==> config.mk <==
export PLATFORM = sky130hd
export DESIGN_NAME = conv2d_stream
export DESIGN_NICKNAME = d
export VERILOG_FILES = /design/src/rtl/conv_pkg.sv /design/src/rtl/line_buffer.sv /design/src/rtl/conv2d_stream.sv
export SDC_FILE = /design/constraint.sdc
export NUM_CORES = 2
export LEC_CHECK = 0
export BUFFER_PORTS_ARGS = -buffer_cell sky130_fd_sc_hd__buf_4
export CAP_MARGIN = 10
export CORE_ASPECT_RATIO = 1.75
export CORE_UTILIZATION = 50
export DETAILED_ROUTE_END_ITERATION = 12
export PLACE_DENSITY = 0.69
export RECOVER_POWER = 25
export SLEW_MARGIN = 10
export SYNTH_ARGS = -nofsm -noshare
export SYNTH_HDL_FRONTEND = slang
export SYNTH_SLANG_ARGS = --single-unit
==> constraint.sdc <==
create_clock -name clk -period 29.7 [get_ports clk]
set_input_delay 1.485 -clock clk [delete_from_list [all_inputs] [get_ports clk]]
set_output_delay 1.485 -clock clk [all_outputs]
set_load 0.1 [all_outputs]
==> src/rtl/conv_pkg.sv <==
// Shared types and helpers for the streaming KxK convolution engine.
// FSM states, derived widths and the identity-kernel coefficient.
package conv_pkg;

  typedef enum logic [1:0] {
    IDLE,
    FETCH,
    DRAIN,
    DONE
  } state_t;

  function automatic int acc_width(
    input int pix_w,
    input int coef_w,
    input int k
  );
    return pix_w + coef_w + $clog2(k * k) + 1;
  endfunction

  // Address/index width that never collapses to zero bits.
  function automatic int idx_width(input int n);
    return (n > 1) ? $clog2(n) : 1;
  endfunction

  // Identity kernel: centre tap is one, all others zero.
  function automatic int ident_coef(
    input int idx,
    input int k
  );
    return (idx == (k * k) / 2) ? 1 : 0;
  endfunction

endpackage

==> src/rtl/line_buffer.sv <==
// One image row of delay: dout is the pixel written DEPTH shifts ago.
// Ports: clk, rst_n, en (shift), din (new pixel), dout (pixel one row up).
module line_buffer
  import conv_pkg::*;
#(
  parameter int DEPTH = 368,
  parameter int WIDTH = 4
) (
  input  logic             clk,
  input  logic             rst_n,
  input  logic             en,
  input  logic [WIDTH-1:0] din,
  output logic [WIDTH-1:0] dout
);

  localparam int AW = idx_width(DEPTH);
  localparam logic [AW-1:0] LAST = AW'(DEPTH - 1);

  logic [WIDTH-1:0] mem [DEPTH];
  logic [AW-1:0]    ptr;

  // Read-before-write at the same slot gives exactly DEPTH shifts of delay.
  assign dout = mem[ptr];

  always_ff @(posedge clk or negedge rst_n) begin
    if (!rst_n) begin
      ptr <= '0;
    end else if (en) begin
      ptr <= (ptr == LAST) ? '0 : ptr + 1'b1;
    end
  end

  // Contents are never reset; stale rows are masked by the window logic.
  always_ff @(posedge clk) begin
    if (en) begin
      mem[ptr] <= din;
    end
  end

endmodule

==> src/rtl/conv2d_stream.sv <==
// Streaming KxK convolution over a ROM image, one signed MAC per window.
// Ports: start/busy/done control, rom_row/rom_col/rom_data ROM port,
// coef_we/coef_idx/coef_data kernel load, out_* valid/ready result stream.
module conv2d_stream
  import conv_pkg::*;
#(
  parameter int IMG_W  = 368,
  parameter int IMG_H  = 35,
  parameter int ROM_DW = 12,
  parameter int PIX_W  = 4,
  parameter int K      = 3,
  parameter int COEF_W = 4,
  localparam int ACC_W = acc_width(PIX_W, COEF_W, K),
  localparam int RW    = idx_width(IMG_H),
  localparam int CW    = idx_width(IMG_W),
  localparam int NK    = K * K,
  localparam int IW    = idx_width(NK)
) (
  input  logic                    clk,
  input  logic                    rst_n,
  input  logic                    start,
  output logic                    busy,
  output logic                    done,
  output logic [RW-1:0]           rom_row,
  output logic [CW-1:0]           rom_col,
  input  logic [ROM_DW-1:0]       rom_data,
  input  logic                    coef_we,
  input  logic [IW-1:0]           coef_idx,
  input  logic [COEF_W-1:0]       coef_data,
  output logic                    out_valid,
  input  logic                    out_ready,
  output logic signed [ACC_W-1:0] out_pix,
  output logic [RW-1:0]           out_row,
  output logic [CW-1:0]           out_col
);

  localparam logic [RW-1:0] ROW_LAST  = RW'(IMG_H - 1);
  localparam logic [CW-1:0] COL_LAST  = CW'(IMG_W - 1);
  localparam logic [RW-1:0] ROW_K     = RW'(K - 1);
  localparam logic [CW-1:0] COL_K     = CW'(K - 1);
  localparam logic [RW-1:0] OROW_LAST = RW'(IMG_H - K);
  localparam logic [CW-1:0] OCOL_LAST = CW'(IMG_W - K);
  localparam logic [IW-1:0] NK_LIM    = IW'(NK);

  state_t state;

  logic adv;
  logic rd;
  logic shift;
  logic rom_vld;
  logic skid_vld;
  logic in_vld;
  logic last_xfer;
  logic rom_unused;

  logic [PIX_W-1:0] skid;
  logic [PIX_W-1:0] in_pix;

  logic [RW-1:0] pr;
  logic [CW-1:0] pc;

  logic          win_vld;
  logic [RW-1:0] win_row;
  logic [CW-1:0] win_col;

  logic [K-1:0][PIX_W-1:0]         tap;
  logic [K-1:0][K-1:0][PIX_W-1:0]  win;
  logic [NK-1:0][COEF_W-1:0]       coef;
  logic signed [ACC_W-1:0]         mac;

  // Whole pipeline advances unless a result is parked unaccepted.
  assign adv    = !out_valid || out_ready;
  assign rd     = (state == FETCH) && adv;
  assign in_vld = rom_vld || skid_vld;
  assign in_pix = skid_vld ? skid : rom_data[PIX_W-1:0];
  assign shift  = adv && in_vld;

  assign rom_unused = ^rom_data;

  assign last_xfer = out_valid && out_ready &&
                     (out_row == OROW_LAST) &&
                     (out_col == OCOL_LAST);

  // tap[j] is the pixel j rows above the incoming one.
  assign tap[0] = in_pix;

  for (genvar j = 0; j < K - 1; j++) begin : g_lb
    line_buffer #(
      .DEPTH(IMG_W),
      .WIDTH(PIX_W)
    ) u_lb (
      .clk  (clk),
      .rst_n(rst_n),
      .en   (shift),
      .din  (tap[j]),
      .dout (tap[j+1])
    );
  end

  always_ff @(posedge clk or negedge rst_n) begin
    if (!rst_n) begin
      state   <= IDLE;
      busy    <= 1'b0;
      done    <= 1'b0;
      rom_row <= '0;
      rom_col <= '0;
    end else begin
      done <= 1'b0;
      unique case (state)
        IDLE: begin
          if (start) begin
            state   <= FETCH;
            busy    <= 1'b1;
            rom_row <= '0;
            rom_col <= '0;
          end
        end
        FETCH: begin
          if (adv) begin
            if (rom_col == COL_LAST) begin
              rom_col <= '0;
              if (rom_row == ROW_LAST) begin
                rom_row <= '0;
                state   <= DRAIN;
              end else begin
                rom_row <= rom_row + 1'b1;
              end
            end else begin
              rom_col <= rom_col + 1'b1;
            end
          end
        end
        DRAIN: begin
          if (last_xfer) begin
            state <= DONE;
            busy  <= 1'b0;
            done  <= 1'b1;
          end
        end
        DONE: begin
          state <= IDLE;
        end
        default: begin
          state <= IDLE;
        end
      endcase
    end
  end

  // A word landing while stalled waits in the skid; at most one is in flight.
  always_ff @(posedge clk or negedge rst_n) begin
    if (!rst_n) begin
      rom_vld  <= 1'b0;
      skid_vld <= 1'b0;
      skid     <= '0;
    end else begin
      rom_vld <= rd;
      if (!adv && rom_vld) begin
        skid_vld <= 1'b1;
        skid     <= rom_data[PIX_W-1:0];
      end else if (adv) begin
        skid_vld <= 1'b0;
      end
    end
  end

  always_ff @(posedge clk or negedge rst_n) begin
    if (!rst_n) begin
      coef <= '0;
      for (int i = 0; i < NK; i++) begin
        coef[i] <= COEF_W'(ident_coef(i, K));
      end
    end else if (coef_we && (state == IDLE) && (coef_idx < NK_LIM)) begin
      coef[coef_idx] <= coef_data;
    end
  end

  // Column K-1 is newest; row 0 is the oldest line.
  always_ff @(posedge clk or negedge rst_n) begin
    if (!rst_n) begin
      win <= '0;
    end else if (shift) begin
      for (int r = 0; r < K; r++) begin
        for (int c = 0; c < K - 1; c++) begin
          win[r][c] <= win[r][c+1];
        end
        win[r][K-1] <= tap[K-1-r];
      end
    end
  end

  always_ff @(posedge clk or negedge rst_n) begin
    if (!rst_n) begin
      pr      <= '0;
      pc      <= '0;
      win_vld <= 1'b0;
      win_row <= '0;
      win_col <= '0;
    end else begin
      if ((state == IDLE) && start) begin
        pr <= '0;
        pc <= '0;
      end else if (shift) begin
        if (pc == COL_LAST) begin
          pc <= '0;
          pr <= pr + 1'b1;
        end else begin
          pc <= pc + 1'b1;
        end
      end
      if (adv) begin
        win_vld <= in_vld && (pr >= ROW_K) && (pc >= COL_K);
        win_row <= pr - ROW_K;
        win_col <= pc - COL_K;
      end
    end
  end

  always_comb begin
    mac = '0;
    for (int r = 0; r < K; r++) begin
      for (int c = 0; c < K; c++) begin
        mac = mac +
              ACC_W'($signed(coef[r*K+c])) *
              $signed({{(ACC_W-PIX_W){1'b0}}, win[r][c]});
      end
    end
  end

  always_ff @(posedge clk or negedge rst_n) begin
    if (!rst_n) begin
      out_valid <= 1'b0;
      out_pix   <= '0;
      out_row   <= '0;
      out_col   <= '0;
    end else if (adv) begin
      out_valid <= win_vld;
      if (win_vld) begin
        out_pix <= mac;
        out_row <= win_row;
        out_col <= win_col;
      end
    end
  end

endmodule

==> qor.yml <==
clock_network:
  postCtsHoldBufs: 0
  cts_post_setup_buffers_inserted: 0
  cts_htree_levels: 5
  cts_tree: "yes"
  cts_buffers: 281
  clock-sinks: 3119
  cts_max_path_buffers: 4
  cts_resized: 0
  cts_root_buffer: "clkbuf_16"
  clkSlewWorstSetupHoldPaths_ns: 0.06
  clkLatencyLatePin_ns: 0.90
worst_setup_path:
  cp-start-kind: "input pin"
  worst-setup-path-type: "in2reg"
  crit_path_end_kind: "flop"
  critical_path.slowest_cell: "clkbuf_1"
  critical_path_arrival_ns: 12.53
  path_depth: 3
  cp_cell_sequence: "clkbuf_1, mux2_1, clkbuf_1"
  cp_common_cell: "clkbuf_1"
  critPathMaxStageDelay_ns: 6.37
  critPathTopFamily: "buffers and inverters"
  ff2ff_path_depth: 2
  critPathMaxFanout: 216
  crit_required_ns: 29.00
  cp.buffers_inverters: 2
route:
  vias: 69130
  avgRoutedWirePerCell_um: 32.37
  first_pass_iters: 6
  via_per_inst: 6.269
  drc_errors: 0
  wl_mm: 357.0
  ant_nets: 0
  drt_iter0_drc: 7304
global_routing:
  antenna_found_initial: 14
  grt_first_pass_wirelength_mm: 512.0
  grt_max_degree: 229
  grt_pass1_vias: 73360
  grt-ovfl-total: 0
  grt_usage_pct: 27.23
placement:
  dp.cells: 10520
  dp_hpwl_mm: 231.2
  portBuffers: 62
  place_ws_ns: 22.37
  place_area_mm2: 0.1348
  gp_congestion: 1.011
worst_hold_path:
  hold_class: "reg2reg"
  hold_depth: 2
die:
  dieWidth_um: 387.9
  start_util_pct: 50.36
  die_h_um: 677.2
  boundaryPins: 71
  die_area_mm2: 0.2627
  coreArea_mm2: 0.2587
  rows: 247
sta:
  finalMaxSlewViolations: 1403
  hold_viol_final: 0
  worst_pin_slew_ns: 9.043
  rsz0062_at_grt: "false"
  slew_headroom_pct: -502.9
  final.setup.worst_slack_ns: 16.46
  finalSetupViolCount: 0
  fin_crit_sh_pct: 44.57
  fin_crit_ns: 13.24
  skew_ns: 0.08498
  fmax_mhz: 75.55
  finalSetupTns_ns: 0
power:
  power_density_mw_per_mm2: 58.96
  power_leakage_nw: 45.11
  vdd_drop_max_uv: 46.65
synthesis:
  syn_nets: 7687
  ys_ff_latch: 3119
  synthFlopType: "edfxtp_1"
  synth_area_mm2: 0.1303
  syn_area_per_cell_um2: 17.67
  synth_edf_count: 2944
  synthCells: 7372
  synth_cell_types: 76
  ys_warn_count: 0
  ys_seq_area_share_pct: 71.22
  async_flop_share_pct: 5.611
run_status:
  violations: "max-capacitance violations, max-slew violations"
  status: "finished with violations"
final_layout:
  stdcell_count: 11030
  drive_gt1_share_pct: 17.74
  fill_cells: 19390
  fin_area_mm2: 0.1434
  syn_to_final_growth_pct: 10.10
  utilization_pct: 55.45
  nNetsFinal: 7759
flow_run:
  max_cap_violations: 18
cells by family after synthesis:
kind of cell	synth area share, %
xor gates and xnor gates	0.3160
DFF	71.22
AOI/OAI and AO/OA	2.960
and+or+nand+nor	5.672
buffers and inverters	2.197
adders and majority gates	3.788
muxes	13.84
cell usage after synthesis, types with 22 or more instances:
cell | instances | area, um^2
a221oi_1 | 27 | 236.5
ha_1 | 116 | 1451
a22oi_1 | 158 | 1186
nor2_1 | 881 | 3307
inv_1 | 267 | 1002
and2_1 | 96 | 600.6
o21ai_0 | 74 | 370.4
o22ai_1 | 22 | 137.6
mux2_2 | 74 | 833.3
fa_1 | 174 | 3483
a21oi_1 | 94 | 470.5
xnor2_1 | 26 | 227.7
a22o_1 | 26 | 227.7
dfrtp_1 | 174 | 4354
edfxtp_1 | 2944 | 88400
buf_2 | 78 | 390.4
mux4_2 | 655 | 14750
nand4_1 | 57 | 356.6
mux2i_1 | 243 | 2432
and3_1 | 25 | 156.4
nor3_1 | 40 | 200.2
nand3_1 | 95 | 475.5
clkbuf_1 | 280 | 1051
nand2b_1 | 27 | 168.9
nand2_1 | 351 | 1318
a31oi_1 | 27 | 168.9
buf_1 | 52 | 195.2
nor2b_1 | 34 | 212.7
layer usage:
layer  up-vias  GRT usage [%]  wire (um)
li1      28800              -          -
met1     35980          28.89     111200
met2      3243          47.74     186100
met3      1109          4.598      25490
met4         8          21.74      34120
met5         -              0         38
final timing paths:
kind                       slack, ns        start                        to
min reg2reg                     0.48   win_row[3]                win_row[3]
max                            16.46  rom_data[2]  g_lb[0].u_lb.mem[177][2]
min                             0.48   win_row[3]                win_row[3]
min in group asynchronous       1.86        rst_n                out_pix[9]
max reg2reg                    16.87     skid_vld  g_lb[0].u_lb.mem[177][2]
max in group asynchronous      20.56        rst_n                   win[21]
metrics by stage:
step | power, mW | hold slack [ns]
floorplan | 4.887 | 0.4444
global placement | 4.908 | 0.4580
detailed placement | 4.912 | 0.4727
CTS | 8.485 | 0.4869
global route | 8.640 | 0.5112
finish | 8.456 | 0.4835
state kept, by name, summed over array words and instances, names as in the netlist, 9 cells and up:
name,cells
g_lb.u_lb.mem,2944
coef,36
win_col,9
out_pix,13
win,36
g_lb.u_lb.ptr,18
out_col,9
pc,9
rom_col,9
power by group:
part           switching [mW]  internal, mW
Sequential           0.000474          4.78
Combinational          0.0401       0.00206
Clock                    1.62          2.01
Total                    1.66          6.79
worst reg2reg max path, delay by kind of cell (launching register included):
kind | cells | cell delay, ns
buffers and inverters | 1 | 6.57
muxes | 1 | 3.79
DFF | 1 | 0.46
layout make-up:
type	count	area, um^2	share of cell area, %
multi-input cells	3550	34850	24.30
diodes	6	15.01	0.01047
well taps	3361	4205	2.932
clock inverters	167	1629	1.136
repair buffers	224	1555	1.084
clock buffers	332	7357	5.130
flip-flops and latches	3119	92810	64.71
inverters	268	1006	0.7014
placed cells by master (no fill, tap or decap), types with 147 or more instances in the layout:
cell type  count
a22oi_1      158
buf_4        147
clkbuf_16    284
dfrtp_1      166
edfxtp_1    2944
fa_1         174
inv_1        265
mux2i_1      243
mux4_2       655
nand2_1      347
nor2_1       875
No activity file was read; power rests on OpenSTA's default activity.
